`src/rtl/vga_text_writer.sv`:
```
// vga_text_writer
// Writer side of the VGA character buffer. Takes a byte stream over a
// valid/ready handshake, keeps a text cursor and turns printable bytes into
// single-cycle writes to the dual-port char RAM at row*COLS + col. CR, LF and
// backspace move the cursor. A full-page clear fills the page with BLANK.
//
// Ports
//   clk         in   system clock
//   rst         in   synchronous active-high reset
//   char_in     in   incoming byte
//   char_valid  in   char_in is valid
//   char_ready  out  byte accepted this cycle when char_valid is also high
//   clear_req   in   full-page clear request (level, sampled in IDLE)
//   mem_we      out  char RAM write enable, registered single-cycle pulse
//   mem_addr    out  char RAM write address, registered
//   mem_wdata   out  char RAM write data, registered
//   cursor_col  out  current column 0..COLS-1, registered
//   cursor_row  out  current row 0..ROWS-1, registered
//   busy        out  high while the clear sequence runs
module vga_text_writer #(
    parameter int          COLS   = 80,
    parameter int          ROWS   = 25,
    parameter int          ADDR_W = 11,
    parameter logic [7:0]  BLANK  = 8'h20
) (
    input  logic              clk,
    input  logic              rst,
    input  logic [7:0]        char_in,
    input  logic              char_valid,
    output logic              char_ready,
    input  logic              clear_req,
    output logic              mem_we,
    output logic [ADDR_W-1:0] mem_addr,
    output logic [7:0]        mem_wdata,
    output logic [6:0]        cursor_col,
    output logic [4:0]        cursor_row,
    output logic              busy
);

    typedef enum logic {
        IDLE,
        CLEAR
    } state_t;

    localparam logic [ADDR_W-1:0] COLS_A   = ADDR_W'(COLS);
    localparam logic [ADDR_W-1:0] LAST_A   = ADDR_W'(COLS * ROWS - 1);
    localparam logic [6:0]        LAST_COL = 7'(COLS - 1);
    localparam logic [4:0]        LAST_ROW = 5'(ROWS - 1);

    state_t            state;
    state_t            next_state;
    logic [ADDR_W-1:0] clr_cnt;
    logic [ADDR_W-1:0] clr_cnt_nxt;
    logic [ADDR_W-1:0] cursor_addr;
    logic [ADDR_W-1:0] addr_nxt;
    logic [7:0]        wdata_nxt;
    logic [6:0]        col_nxt;
    logic [4:0]        row_nxt;
    logic              we_nxt;
    logic              busy_nxt;
    logic              accept;

    // A pending clear blocks the byte so the source keeps holding it.
    assign char_ready  = (state == IDLE) && !clear_req;
    assign accept      = char_valid && char_ready;
    assign cursor_addr = ADDR_W'(cursor_row) * COLS_A + ADDR_W'(cursor_col);

    // State register plus every registered output and the clear counter.
    always_ff @(posedge clk) begin
        if (rst) begin
            state      <= IDLE;
            clr_cnt    <= '0;
            cursor_col <= '0;
            cursor_row <= '0;
            mem_we     <= 1'b0;
            mem_addr   <= '0;
            mem_wdata  <= '0;
            busy       <= 1'b0;
        end else begin
            state      <= next_state;
            clr_cnt    <= clr_cnt_nxt;
            cursor_col <= col_nxt;
            cursor_row <= row_nxt;
            mem_we     <= we_nxt;
            mem_addr   <= addr_nxt;
            mem_wdata  <= wdata_nxt;
            busy       <= busy_nxt;
        end
    end

    // Next-state logic: clear is entered from IDLE and left after the last cell.
    always_comb begin
        next_state = state;
        case (state)
            IDLE:    if (clear_req) next_state = CLEAR;
            CLEAR:   if (clr_cnt == LAST_A) next_state = IDLE;
            default: next_state = IDLE;
        endcase
    end

    // Output logic: computes the values the output registers take next cycle.
    // busy also covers the cycle that presents the final clear write, which is
    // registered one cycle after the FSM has already returned to IDLE.
    always_comb begin
        we_nxt      = 1'b0;
        addr_nxt    = mem_addr;
        wdata_nxt   = mem_wdata;
        col_nxt     = cursor_col;
        row_nxt     = cursor_row;
        clr_cnt_nxt = clr_cnt;
        busy_nxt    = (next_state == CLEAR) || (state == CLEAR);
        case (state)
            IDLE: begin
                if (clear_req) begin
                    clr_cnt_nxt = '0;
                end else if (accept) begin
                    if (char_in >= 8'h20 && char_in <= 8'h7E) begin
                        we_nxt    = 1'b1;
                        addr_nxt  = cursor_addr;
                        wdata_nxt = char_in;
                        if (cursor_col == LAST_COL) begin
                            col_nxt = '0;
                            row_nxt = (cursor_row == LAST_ROW) ? 5'd0 : cursor_row + 5'd1;
                        end else begin
                            col_nxt = cursor_col + 7'd1;
                        end
                    end else if (char_in == 8'h0D) begin
                        col_nxt = '0;
                    end else if (char_in == 8'h0A) begin
                        col_nxt = '0;
                        row_nxt = (cursor_row == LAST_ROW) ? 5'd0 : cursor_row + 5'd1;
                    end else if (char_in == 8'h08) begin
                        // Backspace stays on the current row; blank the cell it lands on.
                        if (cursor_col != 7'd0) begin
                            col_nxt   = cursor_col - 7'd1;
                            we_nxt    = 1'b1;
                            addr_nxt  = cursor_addr - ADDR_W'(1);
                            wdata_nxt = BLANK;
                        end
                    end
                end
            end
            CLEAR: begin
                we_nxt    = 1'b1;
                addr_nxt  = clr_cnt;
                wdata_nxt = BLANK;
                if (clr_cnt == LAST_A) begin
                    col_nxt = '0;
                    row_nxt = '0;
                end else begin
                    clr_cnt_nxt = clr_cnt + ADDR_W'(1);
                end
            end
            default: ;
        endcase
    end

endmodule

```
`config.mk`:
```
export PLATFORM = sky130hd
export DESIGN_NAME = vga_text_writer
export DESIGN_NICKNAME = d
export VERILOG_FILES = /design/src/rtl/vga_text_writer.sv
export SDC_FILE = /design/constraint.sdc
export NUM_CORES = 1
export LEC_CHECK = 0
export ABC_AREA = 1
export CAP_MARGIN = 0
export CORE_MARGIN = 2
export CORE_UTILIZATION = 36
export DETAILED_ROUTE_END_ITERATION = 6
export PLACE_DENSITY_LB_ADDON = 0.08
export SLEW_MARGIN = 15
export SYNTH_ARGS = -nofsm -noshare
export SYNTH_HDL_FRONTEND = slang
export SYNTH_SLANG_ARGS = --single-unit
export TNS_END_PERCENT = 1
```
`constraint.sdc`:
```
create_clock -name clk -period 2.5 [get_ports clk]
set_clock_uncertainty 0.15 [all_clocks]
set_input_delay 0.625 -clock clk [delete_from_list [all_inputs] [get_ports clk]]
set_output_delay 0.625 -clock clk [all_outputs]
set_load 0.03 [all_outputs]
```
==> results by group, run 1 <==
Floorplanning
  • CORE AREA: 8130 um2
  • Die H: 95.2 um
  • DIE WIDTH: around 95 um
  • Initial core utilization: a little under two fifths
  • Core Rows: 33
  • Die ar.: about 9100 um2
  • # IOs: 46

Placed design
  • I/O Buffers: between 40 and 50
  • DP Wirelength: 6.29 mm
  • Area post-placement: 3740 um2
  • Place WS: -35.2 ps
  • Placer Congestion: 0.824

Synthesis
  • Syn avg cell area: ~6.7 um2
  • Seq cells post-synth: 45
  • Ys async rst share: 0%
  • Synth cell types: 42
  • Post-synth EDFFs: 0
  • Yosys warns: 0
  • Cells after synthesis: 445
  • Sequential-to-total area share from yosys stat: 30.1%
  • Synthesized netlist net count: 474
  • Synth area leader: dfxtp_1
  • Top cells by area, synth: dfxtp_1 (30%), nand2_1 (12%), inv_1 (6.4%), ha_1 (6.3%), nor2_1 (6.1%)
  • Share of the synthesized area in the top cell type: 30.1%
  • Top FF cell, synth: dfxtp_1
  • Post-Synthesis Cell Area: 3000 um2

STA
  • RSZ-0062 raised after global routing: yes
  • Fmax: 423 MHz
  • Max-slew violation count: 0
  • Endpoints failing hold: 0
  • Final worst slack: between 100 and 150 ps
  • Final worst path period share: a little over nine tenths
  • Post-layout min period: roughly 2400 ps
  • Slew margin rel.: about four fifths
  • Worst slew pin tran: about 320 ps
  • Final setup violation count: 0

Power
  • Clock power share: 25.8%
  • Leak: ~1.7 nW
  • Total power per unit cell area: just over 500 nW/um2
  • Final Power: a little under 2 mW
  • Comb pwr share: approximately 34%
  • Sequential fraction of design power: approximately two fifths
  • Peak VDD IR: 0.243 mV
  • Switching Share: between 30% and 40%
  • Sw power: around 0.74 mW
  • Internal power: 1.22 mW

Route
  • Via count: roughly 3000
  • Final wirelength: 8.10 mm
  • Post-DRT Antenna Nets: 0
  • Detail-routed via count per cell: 4.89
  • Drt wl/cell: around 13 um
  • Pre-antenna DRT Iters: 4
  • Drt initial violations: 67
  • Post-route DRC: 0

Clock tree
  • CTS H-tree lvls: 2
  • Root buf cell: clkbuf_8
  • Clock-pin slew on the worst setup and hold paths: 110 ps
  • CTS buffer count: 5
  • Clk sinks: 45
  • Worst-skew pair later-pin latency: just over 300 ps
  • TritonCTS clock tree: done
  • CTS Buffer Depth: 2

Global route
  • Initial antenna violation count: 0
  • Grt ovf: 0
  • Gr usage total: between 15 and 20%
  • First-pass GRT wire length: between 10 and 15 mm
  • Largest net degree at the start of global routing: 18
  • Vias in the first global route: between 2000 and 3000

Final layout
  • Layout cells sized above 1: 14.9%
  • Diode count: 0
  • Final Cell Area: between 3000 and 4000 um2
  • Core Util, Final: 47.8%
  • Area delta synth->final: 29.9%
  • Layout net count: ~550

Worst setup path
  • Crit path DAT: 2420 ps
  • CP max FO: 4
  • Crit path launch type: register
  • Data required time of the worst path: about 2600 ps
  • Kind of critical path: reg2reg
  • CP Capture Type: register

Outcome
  • Status: finished, final reports clean

Run
  • Max-cap violations: 0

Min path
  • Min-delay worst type: reg2reg
-- state kept, by name (all words and copies together), names as in the netlist --
register	flops
mem_addr	11
mem_wdata	8
clr_cnt	11
busy	1
cursor_row	5
state	1
mem_we	1
cursor_col	7
-- area by class of cell --
class / instances / area, um2
fillers: 878 / 4240
multi-input cells: 332 / 1850
well taps: 105 / 131
clock buffers: 5 / 68.8
clock inverters: 3 / 25.0
flip-flops and latches: 45 / 915
inverters: 58 / 223
repair buffers: 74 / 678
-- final timing paths --
kind / from / endpoint / slack, ps / cells after the start
worst max-delay path: cursor_row[3] / mem_addr[10] / 130 / 14
worst min-delay path: mem_wdata[7] / mem_wdata[7] / 290 / 2
worst max register to register: cursor_row[3] / mem_addr[10] / 130 / 14
worst min register to register: mem_wdata[7] / mem_wdata[7] / 290 / 2
-- cell usage after synthesis, drive strengths merged, types with 2 or more instances --
library cell,instances
a21oi,35
a31oi,4
buf,6
clkbuf,4
dfxtp,45
fa,2
ha,15
inv,57
nand2,106
nand3,37
nand4,10
nor2,52
nor3,8
o21ai,36
o22ai,3
o31ai,5
or2,2
xor2,11
-- layout by cell type (no fill, tap or decap), drive strengths merged --
master,Yosys,routed
a211oi,1,1
a21o,1,1
a21oi,35,35
a31oi,4,4
buf,6,30
clkbuf,4,5
clkdlybuf4s50,0,44
clkinv,1,1
clkinvlp,0,1
dfxtp,45,45
fa,2,2
ha,15,15
inv,57,59
nand2,106,106
nand3,37,37
nand4,10,10
nor2,52,52
nor3,8,8
nor4,1,1
o211ai,1,1
o21ai,36,36
o21bai,1,1
o22ai,3,3
o31ai,5,5
or2,2,2
xnor2,1,1
xor2,11,11
-- kinds of logic after synthesis --
group / count (synthesis) / synth area share (%)
buffers and inverters: 68 / 9.60
AND/OR/NAND/NOR: 216 / 32.8
flip-flops: 45 / 30.1
adder cells (fa/ha/maj): 17 / 7.60
XOR/XNOR: 12 / 3.51
AO/OA/AOI/OAI: 87 / 16.5
-- power by group through the flow --
stage	Sequential, mW	Combinational (mW)	Clock, mW
final	0.791	0.661	0.505
after global routing	0.797	0.733	0.544
after CTS	0.792	0.656	0.527
after detailed placement	0.809	0.651	0
after global placement	0.808	0.650	0
after floorplan	0.876	0.351	0
-- through the flow --
step	instances	TNS, ps	hold WS [ps]
finish	622	0	295
global route	622	-47.9	308
CTS	621	0	298
detailed placement	613	-35.2	282
global placement	613	0	286
floorplan	445	0	299
-- metal layers --
layer | GRT usage, % | vias up | share of wire (%) | routed length, um
met5 | 0 | - | 0 | 0
met4 | 4.35 | 0 | 0.78 | 63
met3 | 2.37 | 6 | 2.8 | 229
met2 | 32.9 | 33 | 47 | 3810
met1 | 26.8 | 1405 | 49 | 4000
li1 | - | 1600 | - | -
-- critical path: stages, from the launching register on --
cell and delay, ps:
dfxtp_4 370, ha_4 270, ha_4 120, inv_1 50, fa_1 480, nor2_2 160
nand3_1 90, nand2_1 90, nand2_2 70, nor2_4 130, nand2_2 60, nand2_1 70
nand3_1 60, nand2_1 60, a21oi_1 50
-- what timing repair did --
action	CTS	global route
setup buffers	0	1
gates resized for setup	2	8
endpoints found under the setup margin	2	3
hold buffers	0	0
cloned	0	0
pin swaps	0	8
No activity file was read; power rests on OpenSTA's default activity.
==> inputs of run 2 (changes only) <==
--- a/config.mk
+++ b/config.mk
@@ -9,8 +9,10 @@
 export CAP_MARGIN = 0
 export CORE_MARGIN = 2
 export CORE_UTILIZATION = 36
+export CTS_BUF_LIST = sky130_fd_sc_hd__clkbuf_4
 export DETAILED_ROUTE_END_ITERATION = 6
 export PLACE_DENSITY_LB_ADDON = 0.08
+export RECOVER_POWER = 100
 export SLEW_MARGIN = 15
 export SYNTH_ARGS = -nofsm -noshare
 export SYNTH_HDL_FRONTEND = slang
==> run 2 against run 1 <==
Effect of this change:
- global-route usage about the same
- core utilization down 0.42 points
- flip-flop and latch count stayed put
- combinational power barely moved
- critical endpoint is now cursor_col[2]
- largest cell class unchanged
==> results by group, run 2 (synthesis results as in run 1) <==
Clock tree
  • TritonCTS clock tree: done
  • Clock-pin slew on the worst setup and hold paths: roughly 160 ps
  • Clk sinks: 45
  • Post-cts hold buffer count: 0
  • CTS H-tree lvls: 2
  • CTS buffer count: 5
  • Worst-skew pair later-pin latency: around 370 ps
  • Root buf cell: clkbuf_4
  • CTS Buffer Depth: 2

Route
  • Post-DRT Antenna Nets: 0
  • Max layer used: met4
  • Via count: just over 3000
  • Metal2 WL: ~3.8 mm
  • Pre-antenna DRT Iters: 4
  • Routed length on met3: between 150 and 200 um
  • Drt wl/cell: roughly 13 um
  • Metal-1 WL: 4.05 mm
  • Detail-routed via count per cell: about 5
  • Post-route DRC: 0
  • Drt initial violations: 70
  • Final wirelength: about 8 mm

Final layout
  • Layout cells sized above 1: between 10 and 15%
  • Commonest non-fill, non-tap cell in the layout: nand2_1
  • Layout Cells excl Fill: about 620
  • Biggest regs: clr_cnt: 11 flops, mem_addr: 11 flops, mem_wdata: 8 flops
  • Layout net count: approximately 550
  • Commonest cells after routing, fill and taps aside: nand2_1 (98), inv_1 (52), nor2_1 (46)
  • # fillers: a little under 900
  • Diode count: 0
  • Area delta synth->final: 28.7%
  • Core Util, Final: 47.4%

Global route
  • First-pass GRT wire length: around 14 mm
  • Initial antenna violation count: 0
  • Vias in the first global route: 2998
  • Gr usage total: about a fifth
  • Grt ovf: 0
  • Largest net degree at the start of global routing: 18

Min path
  • Min-delay worst type: reg2reg
  • Worst Hold Path Cells: 2

STA
  • Max-slew violation count: 0
  • Hold Slack: 301 ps
  • Final setup violation count: 0
  • RSZ-0062 raised after global routing: yes
  • Endpoints failing hold: 0
  • Post-layout min period: 2390 ps
  • Final worst slack: around 110 ps
  • Fmax: 418 MHz
  • Slew margin rel.: between 70% and 80%
  • Final worst path period share: roughly 96%
  • Worst slew pin tran: roughly 330 ps

Worst setup path
  • CP Capture Type: output port
  • Worst Reg-to-Reg Cells: 14
  • Data required time of the worst path: around 1700 ps
  • CP max FO: 9
  • WP buf/inv: 1
  • Crit path launch type: register
  • Critical path's top delay family: buffers and inverters
  • Crit path DAT: between 1500 and 2000 ps
  • Crit path depth: 1
  • Kind of critical path: reg2out
  • Cell Chain, Critical Path: clkdlybuf4s50_1
  • Slowest library cell on the worst path: clkdlybuf4s50_1
  • Crit-path max cell delay: ~730 ps

Floorplanning
  • DIE WIDTH: 95.2 um
  • CORE AREA: a little over 8000 um2
  • Die ar.: roughly 9100 um2
  • Die H: roughly 95 um
  • # IOs: between 40 and 50
  • Core Rows: 33
  • Initial core utilization: between 30% and 40%

Run
  • Max-cap violations: 0

Placed design
  • Placer Congestion: approximately 0.8
  • Place WS: -35.2 ps
  • I/O Buffers: between 40 and 50
  • DP Wirelength: between 6 and 7 mm
  • DP Cell Count: a little over 600

Power
  • Peak VDD IR: approximately 0.23 mV
  • Leak: 1.69 nW
  • Total power per unit cell area: slightly below 500 nW/um2

Outcome
  • Status: finished, final reports clean
## run 2: cell count changes in the layout (fill, tap and decap cells not counted)
cell      delta
clkbuf_4     +5
nand2_1      +1
clkbuf_8     -5
inv_2        -1
nand2_2      -1
inv_1        +1
## run 2: metrics by stage
| stage | instance area, um2 | power [mW] | setup TNS (ps) |
|---|---|---|---|
| 6_report | 3860 | 1.85 | 0 |
| 3_5_place_dp | 3740 | 1.46 | -35.2 |
| 2_1_floorplan | 3010 | 1.23 | 0 |
| 5_1_grt | 3860 | 1.98 | -49.4 |
| 3_3_place_gp | 3740 | 1.46 | 0 |
| 4_1_cts | 3810 | 1.88 | 0 |
## run 2: layout make-up
class	count	area, um2	area share [%]
Timing Repair Buffer	74	678	17.6
Inverter	58	223	5.77
Multi-Input combinational cell	332	1850	47.9
Clock inverter	3	25.0	0.649
Sequential cell	45	915	23.7
Tap cell	105	131	3.41
Clock buffer	5	37.5	0.973
## run 2: report_power, final
part | total, mW | switching (mW) | internal [mW]
Clock | 0.404 | 0.287 | 0.117
Sequential | 0.791 | 0.0355 | 0.756
Combinational | 0.659 | 0.403 | 0.257
Total | 1.85 | 0.725 | 1.13
## run 2: routing by layer
metal  GRT usage, %  vias to the layer above
met5              0                        -
met3           2.61                        5
met2           33.0                       33
met1           26.8                     1418
met4           3.62                        0
li1               -                     1601
## run 2: path summary, 6_finish.rpt
kind	slack [ps]	start	to
max reg2reg	130	cursor_row[3]	mem_addr[10]
max	110	cursor_col[2]	cursor_col[2]
min	300	mem_wdata[7]	mem_wdata[7]
min reg2reg	300	mem_wdata[7]	mem_wdata[7]
## run 2: timing repair
action,CTS,global route
endpoints found under the setup margin,2,3
pin swaps,0,8
buffers inserted,0,1
resized for setup,2,8
==> inputs of run 3 (changes only) <==
--- a/config.mk
+++ b/config.mk
@@ -12,7 +12,7 @@
 export CTS_BUF_LIST = sky130_fd_sc_hd__clkbuf_4
 export DETAILED_ROUTE_END_ITERATION = 6
 export PLACE_DENSITY_LB_ADDON = 0.08
-export RECOVER_POWER = 100
+export RECOVER_POWER = 25
 export SLEW_MARGIN = 15
 export SYNTH_ARGS = -nofsm -noshare
 export SYNTH_HDL_FRONTEND = slang
==> results of run 3 <==
The final DEF is identical to that of run 2; final timing and power are the same.
